## src/rtl/mem_arbiter_pkg.sv

```systemverilog
// Shared definitions for the CPU/loader memory arbiter: owner-state
// encoding and the default loader starvation limit.
package mem_arbiter_pkg;

  // Which requester owns the read data returning this cycle
  typedef enum logic [1:0] {
    IDLE   = 2'd0,
    CPU_RD = 2'd1,
    LD_RD  = 2'd2
  } owner_e;

  // Loader wait cycles tolerated before it overrides CPU priority
  localparam int STARVE_LIMIT_DEFAULT = 4;

endpackage

```

## src/rtl/mem_arbiter.sv

```systemverilog
// Two-port arbiter sharing one synchronous single-port memory between the
// CPU data port and a loader/debug port. The CPU has priority unless the
// loader has waited STARVE_LIMIT cycles. Read data returns one cycle after
// the grant and is routed only to the requester that issued the read.
module mem_arbiter
  import mem_arbiter_pkg::*;
#(
  parameter int STARVE_LIMIT = STARVE_LIMIT_DEFAULT
) (
  input  logic        clock,
  input  logic        reset,
  // CPU data port
  input  logic        cpu_req,
  input  logic        cpu_we,
  input  logic [31:0] cpu_addr,
  input  logic [31:0] cpu_wdata,
  output logic        cpu_stall,
  output logic [31:0] cpu_rdata,
  output logic        cpu_rvalid,
  // Loader / debug port
  input  logic        ld_req,
  input  logic        ld_we,
  input  logic [31:0] ld_addr,
  input  logic [31:0] ld_wdata,
  output logic        ld_gnt,
  output logic [31:0] ld_rdata,
  output logic        ld_rvalid,
  // Memory port
  output logic        mem_en,
  output logic        mem_we,
  output logic [31:0] mem_addr,
  output logic [31:0] mem_wdata,
  input  logic [31:0] mem_rdata
);

  localparam logic [3:0] LIMIT = 4'(STARVE_LIMIT);

  logic [3:0] starve_cnt;
  owner_e     state;
  logic       cpu_gnt;
  logic       ld_win;

  // Grant decision; reset holds both grants low so no access escapes
  always_comb begin
    ld_win  = 1'b0;
    cpu_gnt = 1'b0;
    if (!reset) begin
      ld_win  = ld_req && (!cpu_req || (starve_cnt == LIMIT));
      cpu_gnt = cpu_req && !ld_win;
    end
  end

  assign ld_gnt    = ld_win;
  assign cpu_stall = cpu_req && !cpu_gnt;

  // Steer the winner's request onto the memory port, zeros when idle
  always_comb begin
    mem_en    = 1'b0;
    mem_we    = 1'b0;
    mem_addr  = '0;
    mem_wdata = '0;
    if (cpu_gnt) begin
      mem_en    = 1'b1;
      mem_we    = cpu_we;
      mem_addr  = cpu_addr;
      mem_wdata = cpu_wdata;
    end else if (ld_win) begin
      mem_en    = 1'b1;
      mem_we    = ld_we;
      mem_addr  = ld_addr;
      mem_wdata = ld_wdata;
    end
  end

  // Loader wait counter: counts ungranted request cycles, saturating
  always_ff @(posedge clock or posedge reset) begin
    if (reset) begin
      starve_cnt <= '0;
    end else if (!ld_req || ld_win) begin
      starve_cnt <= '0;
    end else if (starve_cnt < LIMIT) begin
      starve_cnt <= starve_cnt + 4'd1;
    end
  end

  // Owner FSM: remembers who issued last cycle's read so data goes back to it
  always_ff @(posedge clock or posedge reset) begin
    if (reset) begin
      state <= IDLE;
    end else if (cpu_gnt && !cpu_we) begin
      state <= CPU_RD;
    end else if (ld_win && !ld_we) begin
      state <= LD_RD;
    end else begin
      state <= IDLE;
    end
  end

  assign cpu_rvalid = (state == CPU_RD);
  assign ld_rvalid  = (state == LD_RD);
  assign cpu_rdata  = cpu_rvalid ? mem_rdata : '0;
  assign ld_rdata   = ld_rvalid ? mem_rdata : '0;

endmodule

```

## config.mk

```make
export PLATFORM = sky130hd
export DESIGN_NAME = mem_arbiter
export DESIGN_NICKNAME = d
export VERILOG_FILES = /design/src/rtl/mem_arbiter_pkg.sv /design/src/rtl/mem_arbiter.sv
export SDC_FILE = /design/constraint.sdc
export NUM_CORES = 1
export LEC_CHECK = 0
export BUFFER_PORTS_ARGS = -buffer_cell sky130_fd_sc_hd__clkbuf_2
export CAP_MARGIN = 20
export CORE_AREA = 3 3 115 117
export DETAILED_ROUTE_END_ITERATION = 10
export DIE_AREA = 0 0 118 120
export GPL_TIMING_DRIVEN = 0
export PLACE_DENSITY = 0.53
export SYNTH_ARGS = -nofsm -noshare
export SYNTH_HDL_FRONTEND = slang
export SYNTH_SLANG_ARGS = --single-unit
export TNS_END_PERCENT = 5
```

## constraint.sdc

```tcl
create_clock -name clock -period 3.9 [get_ports clock]
set_clock_uncertainty 0.1 [all_clocks]
set_input_delay 0.39 -clock clock [delete_from_list [all_inputs] [get_ports clock]]
set_output_delay 0.39 -clock clock [all_outputs]
set_load 0.05 [all_outputs]
```

### Word level (Yosys, flattened, before mapping)

Index checks and enable logic that the tools add are counted.

* logic and storage cells: 37
* input bits: 166
* output and inout port bits: 134
* flip-flop bits (word level): 6

* order comparisons: 1
* reduce and logical (&&, ||, !) cells: 14
* equality and inequality tests: 3
* mux-type cells: 16
* add/subtract/negate cells: 1

Operators by type and width (count)
* $mux W32: 6
* $mux W4: 2
* $logic_not A1 Y1: 6
* $mux W1: 6
* $logic_and A1 B1 Y1: 5
* $add A4 B1 Y4 const B: 1
* $eq A4 B3 Y1 const B: 1
* $lt A4 B3 Y1 const B: 1
* $mux W2: 2
* $eq A2 B1 Y1 const B: 1
* $eq A2 B2 Y1 const B: 1
* $logic_or A1 B1 Y1: 2
* $reduce_bool A2 Y1: 1

### Depth between registers and ports, before layout

* word-level depth: 8
* gate-level depth with buffers: 7
* depth with buffers taken out: 5

### Least setup slack after synthesis

No wires, ideal clock.

* kind: reg-to-output
* start point: register starve_cnt[0]
* end point: output port mem_addr[18]
* arrival time: 1.907 ns
* stages on the path, launching flop included: 7
* path buffers: 1
* required time: 3.410 ns
* path slack: 1.503 ns
* path through: dfrtp_1 -> inv_1 -> ha_1 -> nand3b_4 -> a211oi_4 -> buf_6 -> a22o_1

* elaborated cells between the ends (all ways): 9
* classes of those cells: eq/ne: 1; mux: 4; reduce/logical: 4

RTL lines
* from (decl): line mem_arbiter.sv:38 `logic [3:0] starve_cnt;`
* from (signal assigned): line mem_arbiter.sv:82 `starve_cnt <= starve_cnt + 4'd1;`
* $eq A4 B3 Y1: line mem_arbiter.sv:48 `ld_win = ld_req && (!cpu_req || (starve_cnt == LIMIT));`
* $logic_or A1 B1 Y1: line mem_arbiter.sv:48
* $logic_and A1 B1 Y1: line mem_arbiter.sv:48
* $mux W1: line mem_arbiter.sv:47 `if (!reset) begin`
* net ld_gnt: line mem_arbiter.sv:25 `output logic ld_gnt,`
* $mux W32: line mem_arbiter.sv:67 `end else if (ld_win) begin`
* $mux W32: line mem_arbiter.sv:62 `if (cpu_gnt) begin`
* to (decl): line mem_arbiter.sv:31 `output logic [31:0] mem_addr,`

The timed path passes the listed nets, and every way through them passes these cells.

### Worst setup path after layout

* start point: register starve_cnt[0]
* end point: output port mem_addr[24]

* word-level cells in the longest chain between the ends: 7
* elaborated cells between the ends (all ways): 9
* classes of those cells: eq/ne: 1; mux: 4; reduce/logical: 4

Ends and longest elaborated chain
* $eq A4 B3 Y1 *: line mem_arbiter.sv:48
* $logic_or A1 B1 Y1 *: line mem_arbiter.sv:48
* $logic_and A1 B1 Y1 *: line mem_arbiter.sv:48
* $logic_not A1 Y1: line mem_arbiter.sv:49 `cpu_gnt = cpu_req && !ld_win;`
* $logic_and A1 B1 Y1: line mem_arbiter.sv:49
* $mux W1: line mem_arbiter.sv:47
* $mux W32 *: line mem_arbiter.sv:62

Mark *: on every way between the ends. The rest lies on a longest branch, timed or not.

==> key figures <==
Yosys
  • Syn_area_per_cell: 8.00 um2
  • Post-Syn Instances: 179
  • Syn_nets: 347
  • Mapped cell area: 1430 um2
  • Sequential element share of the synthesized area: 0.105
  • Yosys Warn Count: 0
  • Post-synth cell types: 19
  • Yosys reg bits: 6

Clock tree
  • CTS resizes: 0
  • Max Root-Sink Buffers: 2
  • TritonCTS buffer count: 3
  • Clock transition at path regs: 0.03 ns
  • # hold bufs at CTS: 0
  • Clock Sinks: 6
  • Clk_lat worst skew: 0.23 ns
  • CTS tree: yes
  • Postcts setup bufs: 0
  • CTS Root Cell: clkbuf_16
  • H-tree depth: 1

GRT
  • Total GRT Usage: 0.115
  • Initial antenna violation count: 0
  • First-pass GRT wire length: 13,300 um
  • Pin count of the biggest net entering global routing: 11
  • Vias in the first global route: 2,650
  • GRT overflow: 0

Worst setup path
  • Setup crit end kind: output port
  • Worst EP arrival: 2.35 ns
  • Maximum fanout along the worst path: 10
  • Setup CP Type: reg -> out
  • Worst path required time: 3.41 ns
  • Worst Setup Start Kind: flip-flop

Finish
  • Fin util: 0.258
  • Layout cells sized above 1: 0.655
  • Nets@finish: 651
  • # diodes: 0
  • Layout filler cell count: 1,385
  • P&R area growth vs syn: 125%

Timing
  • Final setup TNS: 0 ns
  • Final Hold Vio Count: 0
  • Worst hold slack: 0.00812 ns
  • Fin. max-slew vios: 0
  • Max Freq: 0.352 GHz
  • Slew @ Worst Pin: 0.719 ns
  • Tcrit/Tclk final: 0.729
  • Slew headroom: 0.519
  • RSZ-0062 raised after global routing: no
  • Fin crit period: 2.84 ns
  • Finish-stage setup viols: 0

Placement
  • DP HPWL: 8140 um
  • Gpl congestion: 0.808
  • PortBufs: 299

Floorplan
  • Die Span X: 118 um
  • Row count: 41
  • Die ar.: 14,200 um2
  • Area of the core: 12,500 um2
  • Initial Util: 0.115
  • IO Pins: 300
  • Die Ht: 120 um

Hold path
  • HP Class: in -> async

Pwr
  • Leakage: 2.02 nW
  • Power per standard cell area: 222 nW/um2
  • Total Power: 0.715 mW
  • Max VDD drop: 0.0000884 V

Detailed routing
  • Number of vias per cell: 4.02
  • WL/cell: 13.5 um
  • Antenna-violating nets left: 0
  • Initial DRC count: 45
  • Detailed-route via count: 2,624
  • Drt total wl: 8840 um
  • TritonRoute pass-1 iters: 4
  • Residual DRC: 0

Job
  • Max Cap Violations: 0

Status
  • Status: completed
## layout by cell type (no fill, tap or decap)
cell	count
or2_2	1
ha_1	2
a21oi_1	1
nor2_1	1
clkbuf_1	10
clkbuf_16	3
nand3b_4	1
and2b_1	1
dfrtp_1	6
a22o_1	65
a211oi_4	1
and2_1	64
buf_6	7
inv_1	5
xnor2_1	1
o211a_1	1
nor2b_1	4
nor3_1	4
mux2i_1	1
clkbuf_2	299
buf_2	3
## final cells by class
class	count	area, um2	area share
buffer	20	131	0.0408
clock buffer	3	75.1	0.0233
inverter	5	18.8	0.00583
multi-input combinational	148	1130	0.351
sequential	6	150	0.0467
tap	172	215	0.0669
timing repair buffer	299	1500	0.465
## path summary, 6_finish.rpt
path,end,slack [ns],cells past startpoint,startpoint
setup / recovery,mem_addr[24],1.06,7,starve_cnt[0]
hold reg to reg,starve_cnt[3],0.46,2,starve_cnt[3]
setup reg to reg,state[1],1.96,6,starve_cnt[0]
hold / removal,starve_cnt[1],0.008,2,reset
max in group asynchronous,state[1],3.49,2,reset
min in group clock,state[0],0.25,2,cpu_we
## state kept, by name, summed over array words and instances, names as in the netlist
name,count
starve_cnt,4
state,2
## critical path, stage by stage (launching register included)
cell and delay, ns:
dfrtp_1 0.39, inv_1 0.07, ha_1 0.19, nand3b_4 0.10, a211oi_4 0.66, buf_6 0.24, a22o_1 0.19, clkbuf_2 0.29
## Yosys cell counts, drive strengths merged
master / number / share of area
a22o: 65 / 0.40
and2: 64 / 0.28
buf: 10 / 0.066
clkbuf: 10 / 0.026
dfrtp: 6 / 0.10
inv: 5 / 0.013
nor2b: 4 / 0.017
nor3: 4 / 0.014
ha: 2 / 0.017
a211oi: 1 / 0.014
a21oi: 1 / 0.0035
and2b: 1 / 0.0052
mux2i: 1 / 0.0070
nand3b: 1 / 0.014
nor2: 1 / 0.0026
o211a: 1 / 0.0070
or2: 1 / 0.0044
xnor2: 1 / 0.0061
## through the flow
step	area (um2)	worst slack, ns	instances
after floorplan	1430	1.50	179
after global placement	3140	1.25	650
after detailed placement	3140	1.24	650
after CTS	3220	0.990	653
after global routing	3220	0.899	653
final	3220	1.06	653
## cells by family (layout without fill, tap and decap cells)
family          after synthesis  in the layout  share of synthesized area
mux                           1              1                    0.00699
flops                         6              6                      0.105
fa+ha+maj                     2              2                     0.0175
compound gates               68             68                      0.422
buf+inv                      25            327                      0.105
simple gates                 76             76                      0.337
xor+xnor                      1              1                    0.00612
## routing by layer
| layer | global-route usage | wire (um) | up-vias |
|---|---|---|---|
| met3 | 0.0259 | 793 | 6 |
| met4 | 0.0337 | 104 | 0 |
| met1 | 0.122 | 3130 | 1174 |
| met5 | 0 | 0 | - |
| li1 | - | - | 1267 |
| met2 | 0.225 | 4810 | 177 |
## power by group
part / total [mW] / switching (mW) / leakage [nW] / internal [mW]
clock: 0.164 / 0.0330 / 0.0370 / 0.131
combinational: 0.480 / 0.328 / 1.90 / 0.152
sequential: 0.0701 / 0.00335 / 0.0810 / 0.0668
total: 0.715 / 0.364 / 2.02 / 0.351
(Power assumes the default switching activity.)
